<file path="src/rtl/rst_pkg.sv">
// Shared definitions for the per-peripheral reset agent: FSM states,
// default timing constants and the shared counter width helper.
package rst_pkg;

    typedef enum logic [2:0] {
        ST_IDLE    = 3'd0,
        ST_QUIESCE = 3'd1,
        ST_HOLD    = 3'd2,
        ST_SETTLE  = 3'd3,
        ST_ACK     = 3'd4
    } state_e;

    localparam int DEF_HOLD_CYCLES     = 16;
    localparam int DEF_SETTLE_CYCLES   = 4;
    localparam int DEF_QUIESCE_TIMEOUT = 64;

    // Bits needed for a down-counter loaded with (largest parameter - 1).
    function automatic int cnt_width(input int a, input int b, input int c);
        int m;
        m = a;
        if (b > m) begin
            m = b;
        end else begin
            m = m;
        end
        if (c > m) begin
            m = c;
        end else begin
            m = m;
        end
        return (m > 1) ? $clog2(m) : 1;
    endfunction

endpackage

</file>
<file path="src/rtl/rst_agent.sv">
// Per-peripheral reset agent: waits for bus quiescence (bounded), holds the
// peripheral in reset, lets it settle, then acknowledges the sequence.
module rst_agent
    import rst_pkg::*;
#(
    parameter int HOLD_CYCLES     = DEF_HOLD_CYCLES,
    parameter int SETTLE_CYCLES   = DEF_SETTLE_CYCLES,
    parameter int QUIESCE_TIMEOUT = DEF_QUIESCE_TIMEOUT
) (
    input  logic       clk_i,
    input  logic       rst_i,
    input  logic       rst_req_i,
    input  logic       periph_idle_i,
    output logic       periph_rst_no,
    output logic       busy_o,
    output logic       ack_o,
    output logic       timeout_o,
    output logic [7:0] rst_count_o
);

    localparam int CW = cnt_width(HOLD_CYCLES, SETTLE_CYCLES, QUIESCE_TIMEOUT);

    localparam logic [CW-1:0] Q_LOAD = CW'(QUIESCE_TIMEOUT - 1);
    localparam logic [CW-1:0] H_LOAD = CW'(HOLD_CYCLES - 1);
    localparam logic [CW-1:0] S_LOAD = CW'(SETTLE_CYCLES - 1);
    localparam logic [CW-1:0] CNT_ONE = CW'(1);

    state_e        state_q, state_d;
    logic [CW-1:0] cnt_q, cnt_d;
    logic          pend_q, pend_d;
    logic          to_q, to_d;
    logic [7:0]    count_q, count_d;
    logic          prst_n_q, prst_n_d;

    // Next-state, counter, pending/timeout flags and completion count.
    always_comb begin
        state_d = state_q;
        cnt_d   = cnt_q;
        pend_d  = pend_q;
        to_d    = to_q;
        count_d = count_q;

        if ((state_q != ST_IDLE) && rst_req_i) begin
            pend_d = 1'b1;
        end else begin
            pend_d = pend_q;
        end

        case (state_q)
            ST_IDLE: begin
                if (rst_req_i) begin
                    state_d = ST_QUIESCE;
                    cnt_d   = Q_LOAD;
                    to_d    = 1'b0;
                end else begin
                    state_d = ST_IDLE;
                end
            end
            ST_QUIESCE: begin
                if (periph_idle_i) begin
                    state_d = ST_HOLD;
                    cnt_d   = H_LOAD;
                end else if (cnt_q == '0) begin
                    state_d = ST_HOLD;
                    cnt_d   = H_LOAD;
                    to_d    = 1'b1;
                end else begin
                    cnt_d = cnt_q - CNT_ONE;
                end
            end
            ST_HOLD: begin
                if (cnt_q == '0) begin
                    state_d = ST_SETTLE;
                    cnt_d   = S_LOAD;
                end else begin
                    cnt_d = cnt_q - CNT_ONE;
                end
            end
            ST_SETTLE: begin
                if (cnt_q == '0) begin
                    state_d = ST_ACK;
                end else begin
                    cnt_d = cnt_q - CNT_ONE;
                end
            end
            ST_ACK: begin
                if (count_q != 8'd255) begin
                    count_d = count_q + 8'd1;
                end else begin
                    count_d = count_q;
                end
                // A request landing in the ACK cycle itself chains straight on.
                if (pend_q || rst_req_i) begin
                    state_d = ST_QUIESCE;
                    cnt_d   = Q_LOAD;
                    to_d    = 1'b0;
                    pend_d  = 1'b0;
                end else begin
                    state_d = ST_IDLE;
                    pend_d  = 1'b0;
                end
            end
            default: begin
                state_d = ST_IDLE;
                cnt_d   = '0;
                pend_d  = 1'b0;
                to_d    = 1'b0;
            end
        endcase

        prst_n_d = (state_d != ST_HOLD);
    end

    // State and datapath registers; reset drives the peripheral reset low.
    always_ff @(posedge clk_i or posedge rst_i) begin
        if (rst_i) begin
            state_q  <= ST_IDLE;
            cnt_q    <= '0;
            pend_q   <= 1'b0;
            to_q     <= 1'b0;
            count_q  <= 8'd0;
            prst_n_q <= 1'b0;
        end else begin
            state_q  <= state_d;
            cnt_q    <= cnt_d;
            pend_q   <= pend_d;
            to_q     <= to_d;
            count_q  <= count_d;
            prst_n_q <= prst_n_d;
        end
    end

    assign periph_rst_no = prst_n_q;
    assign busy_o        = (state_q != ST_IDLE);
    assign ack_o         = (state_q == ST_ACK);
    assign timeout_o     = (state_q == ST_ACK) && to_q;
    assign rst_count_o   = count_q;

endmodule

</file>
<file path="config.mk">
export PLATFORM = sky130hd
export DESIGN_NAME = rst_agent
export DESIGN_NICKNAME = d
export VERILOG_FILES = /design/src/rtl/rst_pkg.sv /design/src/rtl/rst_agent.sv
export SDC_FILE = /design/constraint.sdc
export NUM_CORES = 1
export LEC_CHECK = 0
export ABC_AREA = 0
export CAP_MARGIN = 10
export CORE_MARGIN = 2
export CORE_UTILIZATION = 53
export DETAILED_ROUTE_END_ITERATION = 7
export GPL_TIMING_DRIVEN = 1
export HOLD_SLACK_MARGIN = 0.02
export PLACE_DENSITY = 0.77
export SKIP_LAST_GASP = 1
export SLEW_MARGIN = 20
export SYNTH_ARGS = -nofsm -noshare
export SYNTH_HDL_FRONTEND = slang
export SYNTH_SLANG_ARGS = --single-unit
</file>
<file path="constraint.sdc">
create_clock -name clk_i -period 2.6 [get_ports clk_i]
set_input_delay 0.52 -clock clk_i [delete_from_list [all_inputs] [get_ports clk_i]]
set_output_delay 0.52 -clock clk_i [all_outputs]
set_load 0.05 [all_outputs]
</file>
==> results_dict.tcl <==
set metrics [dict create \
    status "finished, final reports clean" \
    pwr_density_cell_mw_per_mm2 839 \
    pin_count 16 \
    drv_cap 0 \
    max_freq_mhz 457 \
    fin_crit_ps 2190 \
    drt_wl_total_um 2600 \
    synth_top_family_by_area "compound AO/OA/AOI/OAI gates" \
    cts_sinks 20 \
    multi_input_area_um2 644 \
    cp.required_ps 2080 \
    cp_max_fo 10 \
    dpl_cell_area_mm2 0.00136 \
    gr-total-overflow 0 \
    drt-vias-per-instance 6.23 \
    synth_area_leaders "dfrtp_1 (41%), nor2_1 (4.4%), xnor2_1 (4.4%)" \
    cp.depth 3 \
    setup_viol 0 \
    first_global_vias 939 \
    gp_congestion 0.894 \
    yosysMostFrequentCell "dfrtp_1" \
    ys_warn_count 0 \
    synth_top_cells_by_count "dfrtp_1 (20), nor2_1 (14), a21oi_1 (10)" \
    grt_max_degree 21 \
    hold_violations 0 \
    fin_skew_ps 7.65 \
    numPortBuffers 15 \
    synth_fa_ha_area_share_pct 3.11 \
    initial_utilization_pct 55.1 \
    regArea_um2 500 \
    drtAntennaViolNets 0 \
    crit_slowest_cell "dfrtp_1" \
    synthXorXnorAreaFrac_pct 5.81 \
    drt_iter0_markers 46 \
    path_cells "nor2_1 > and3_1 > dlymetal6s2s_1" \
    synth-compound-area-share_pct 25.2 \
    ff2ff_path_depth 6 \
    ir_worst_vdd_uv 484 \
    hold_end "rst_count_o[6]$_DFFE_PP0P_" \
    max-slew-margin-rel_pct 50.4 \
    drc_errors 0 \
    synthArstFlopShare_pct 100 \
    rrSetupSlack_ps 540 \
    fin_nets 153 \
    synth-seq-cells 20 \
    vias 1077 \
    holdPathStages 1 \
    worst_setup_path_start_kind "flop" \
    synth_enable_flop_cells 0 \
    netlist_area_mm2 0.00121 \
    worstSetupPathType "flop to output port" \
    chipWidth_um 51.7 \
    antenna_found_initial 0 \
    wl_per_cell_um 15.0 \
    path_clk_slew_ps 110 \
    crit_path_end_kind "output port" \
    ys_types 44 \
    worstHoldStart "rst_count_o[6]$_DFFE_PP0P_" \
    clock_path_buffers 2 \
    hold_slack_ps 505 \
    synth_area_leader_cell "dfrtp_1" \
    crit_buf_inv 1 \
    rsz0062_at_grt "false" \
    area_growth_pct 16.2 \
    hold_class "flop to flop" \
    clkLatencyLatePin_ps 300 \
    post-route-util_pct 64.0 \
    synth_nets 137 \
    drive_above_1_share_pct 8.28 \
    htreeDepth 1 \
    fin_crit_sh_pct 84.2 \
    maxSlewViolCount 0 \
    synth_top_area_share_pct 41.5 \
    core_region_area_mm2 0.00219 \
    final.fill_count 187 \
    first_pass_iters 6 \
    numCtsBuffers 3 \
    dp_hpwl_um 1950 \
    r2r_end "rst_count_o[7]$_DFFE_PP0P_" \
    cp.arrival_ps 1670 \
    synth_cells 130 \
    synthMuxAreaShare_pct 0.934 \
    postCtsSetupBuffers 0 \
    diodes 0 \
    tritoncts "done" \
    grt_pass1_wl_um 4310 \
    syn_area_per_cell_um2 9.28 \
    final.setup.tns_ps 0 \
    p_total_uw 1180 \
    leakage_uw 0.000618 \
    die_height_um 51.7 \
    worst_pin_slew_ps 742 \
    crit_path_max_incr_delay_ps 500 \
    track_usage_pct 22.5 \
    die-area_mm2 0.00267 \
    yosysSeqAreaShare_pct 41.5 \
    reg2reg_from "state_q[1]$_DFF_PP0_" \
    timing.critical_path.max_delay_family "flip-flops" \
    rows 17 \
    root_buffer "clkbuf_4" \
    finalInstanceArea_mm2 0.00140 \
    synth_simple_gate_area_share_pct 18.4 \
    synth_ff_type "dfrtp_1" \
]
## power breakdown
part,switching (uW),leakage [uW],internal (uW)
sequential,91.5,0.000250,389
combinational,308,0.000346,213
clock,89.8,0.0000210,85.4
total,489,0.000618,687
## how the worst max path moves through the flow
stage	from	end	slack, ps
2_1_floorplan	rst_count_o[0]$_DFFE_PP0P_	rst_count_o[7]$_DFFE_PP0P_	490
4_1_cts	state_q[0]$_DFF_PP0_	timeout_o	30
3_5_place_dp	state_q[0]$_DFF_PP0_	timeout_o	380
5_1_grt	state_q[0]$_DFF_PP0_	timeout_o	300
3_3_place_gp	state_q[0]$_DFF_PP0_	timeout_o	420
6_report	state_q[0]$_DFF_PP0_	timeout_o	410
## cell type report
| class | instances | share of cell area, % |
|---|---|---|
| timing repair buffer | 17 | 11.6 |
| tap | 28 | 2.50 |
| multi-input combinational | 98 | 46.0 |
| sequential | 20 | 35.7 |
| clock buffer | 4 | 2.59 |
| inverter | 6 | 1.61 |
## registers in the layout (all words and copies together), names as in the netlist
name,count
to_q,1
rst_count_o,8
cnt_q,6
state_q,3
pend_q,1
periph_rst_no,1
## worst register-to-register path: cells and delay by family, from the launching register on
family / cells / cell delay, ps
and+or+nand+nor: 3 / 750
DFF: 1 / 400
AOI/OAI and AO/OA: 1 / 470
buffers and inverters: 1 / 190
xor gates and xnor gates: 1 / 130
## layer usage
layer	routed length, um	GRT usage, %	vias up
met3	167	5.17	2
met5	0	0	-
li1	-	-	507
met2	1240	36.1	50
met4	26	9.21	0
met1	1170	29.2	518
## repair_timing
action                     4_1_cts  5_1_grt
hold buffers                     0        0
gates resized for setup          0        1
setup endpoints to repair        0        1
## cells in the final DEF (no fill, tap or decap), types with 2 or more instances in the layout
cell / n
inv_1: 6
nor2_1: 14
nand3_1: 3
clkdlybuf4s50_1: 12
o21ai_1: 4
ha_1: 3
xor2_1: 2
a21oi_1: 10
nor3_1: 6
clkbuf_4: 3
xnor2_1: 6
o21ai_0: 5
nand2b_1: 2
dfrtp_1: 20
and3_1: 4
o311ai_1: 2
o31ai_1: 2
buf_4: 4
nand2_1: 8
a21o_1: 3
or3_1: 2
## kinds of logic (layout without fill, tap and decap cells)
group | Yosys count | count (layout)
and+or+nand+nor | 45 | 45
DFF | 20 | 20
adders and majority gates | 3 | 3
buffers and inverters | 12 | 27
xor gates and xnor gates | 8 | 8
AOI/OAI and AO/OA | 41 | 41
muxes | 1 | 1
## per-stage QoR
step | instances | setup WS [ps]
after detailed placement | 169 | 376
final | 173 | 411
after floorplan | 130 | 490
after global routing | 173 | 297
after global placement | 169 | 422
after CTS | 173 | 25.3
Power figures use the tool's default switching activity.
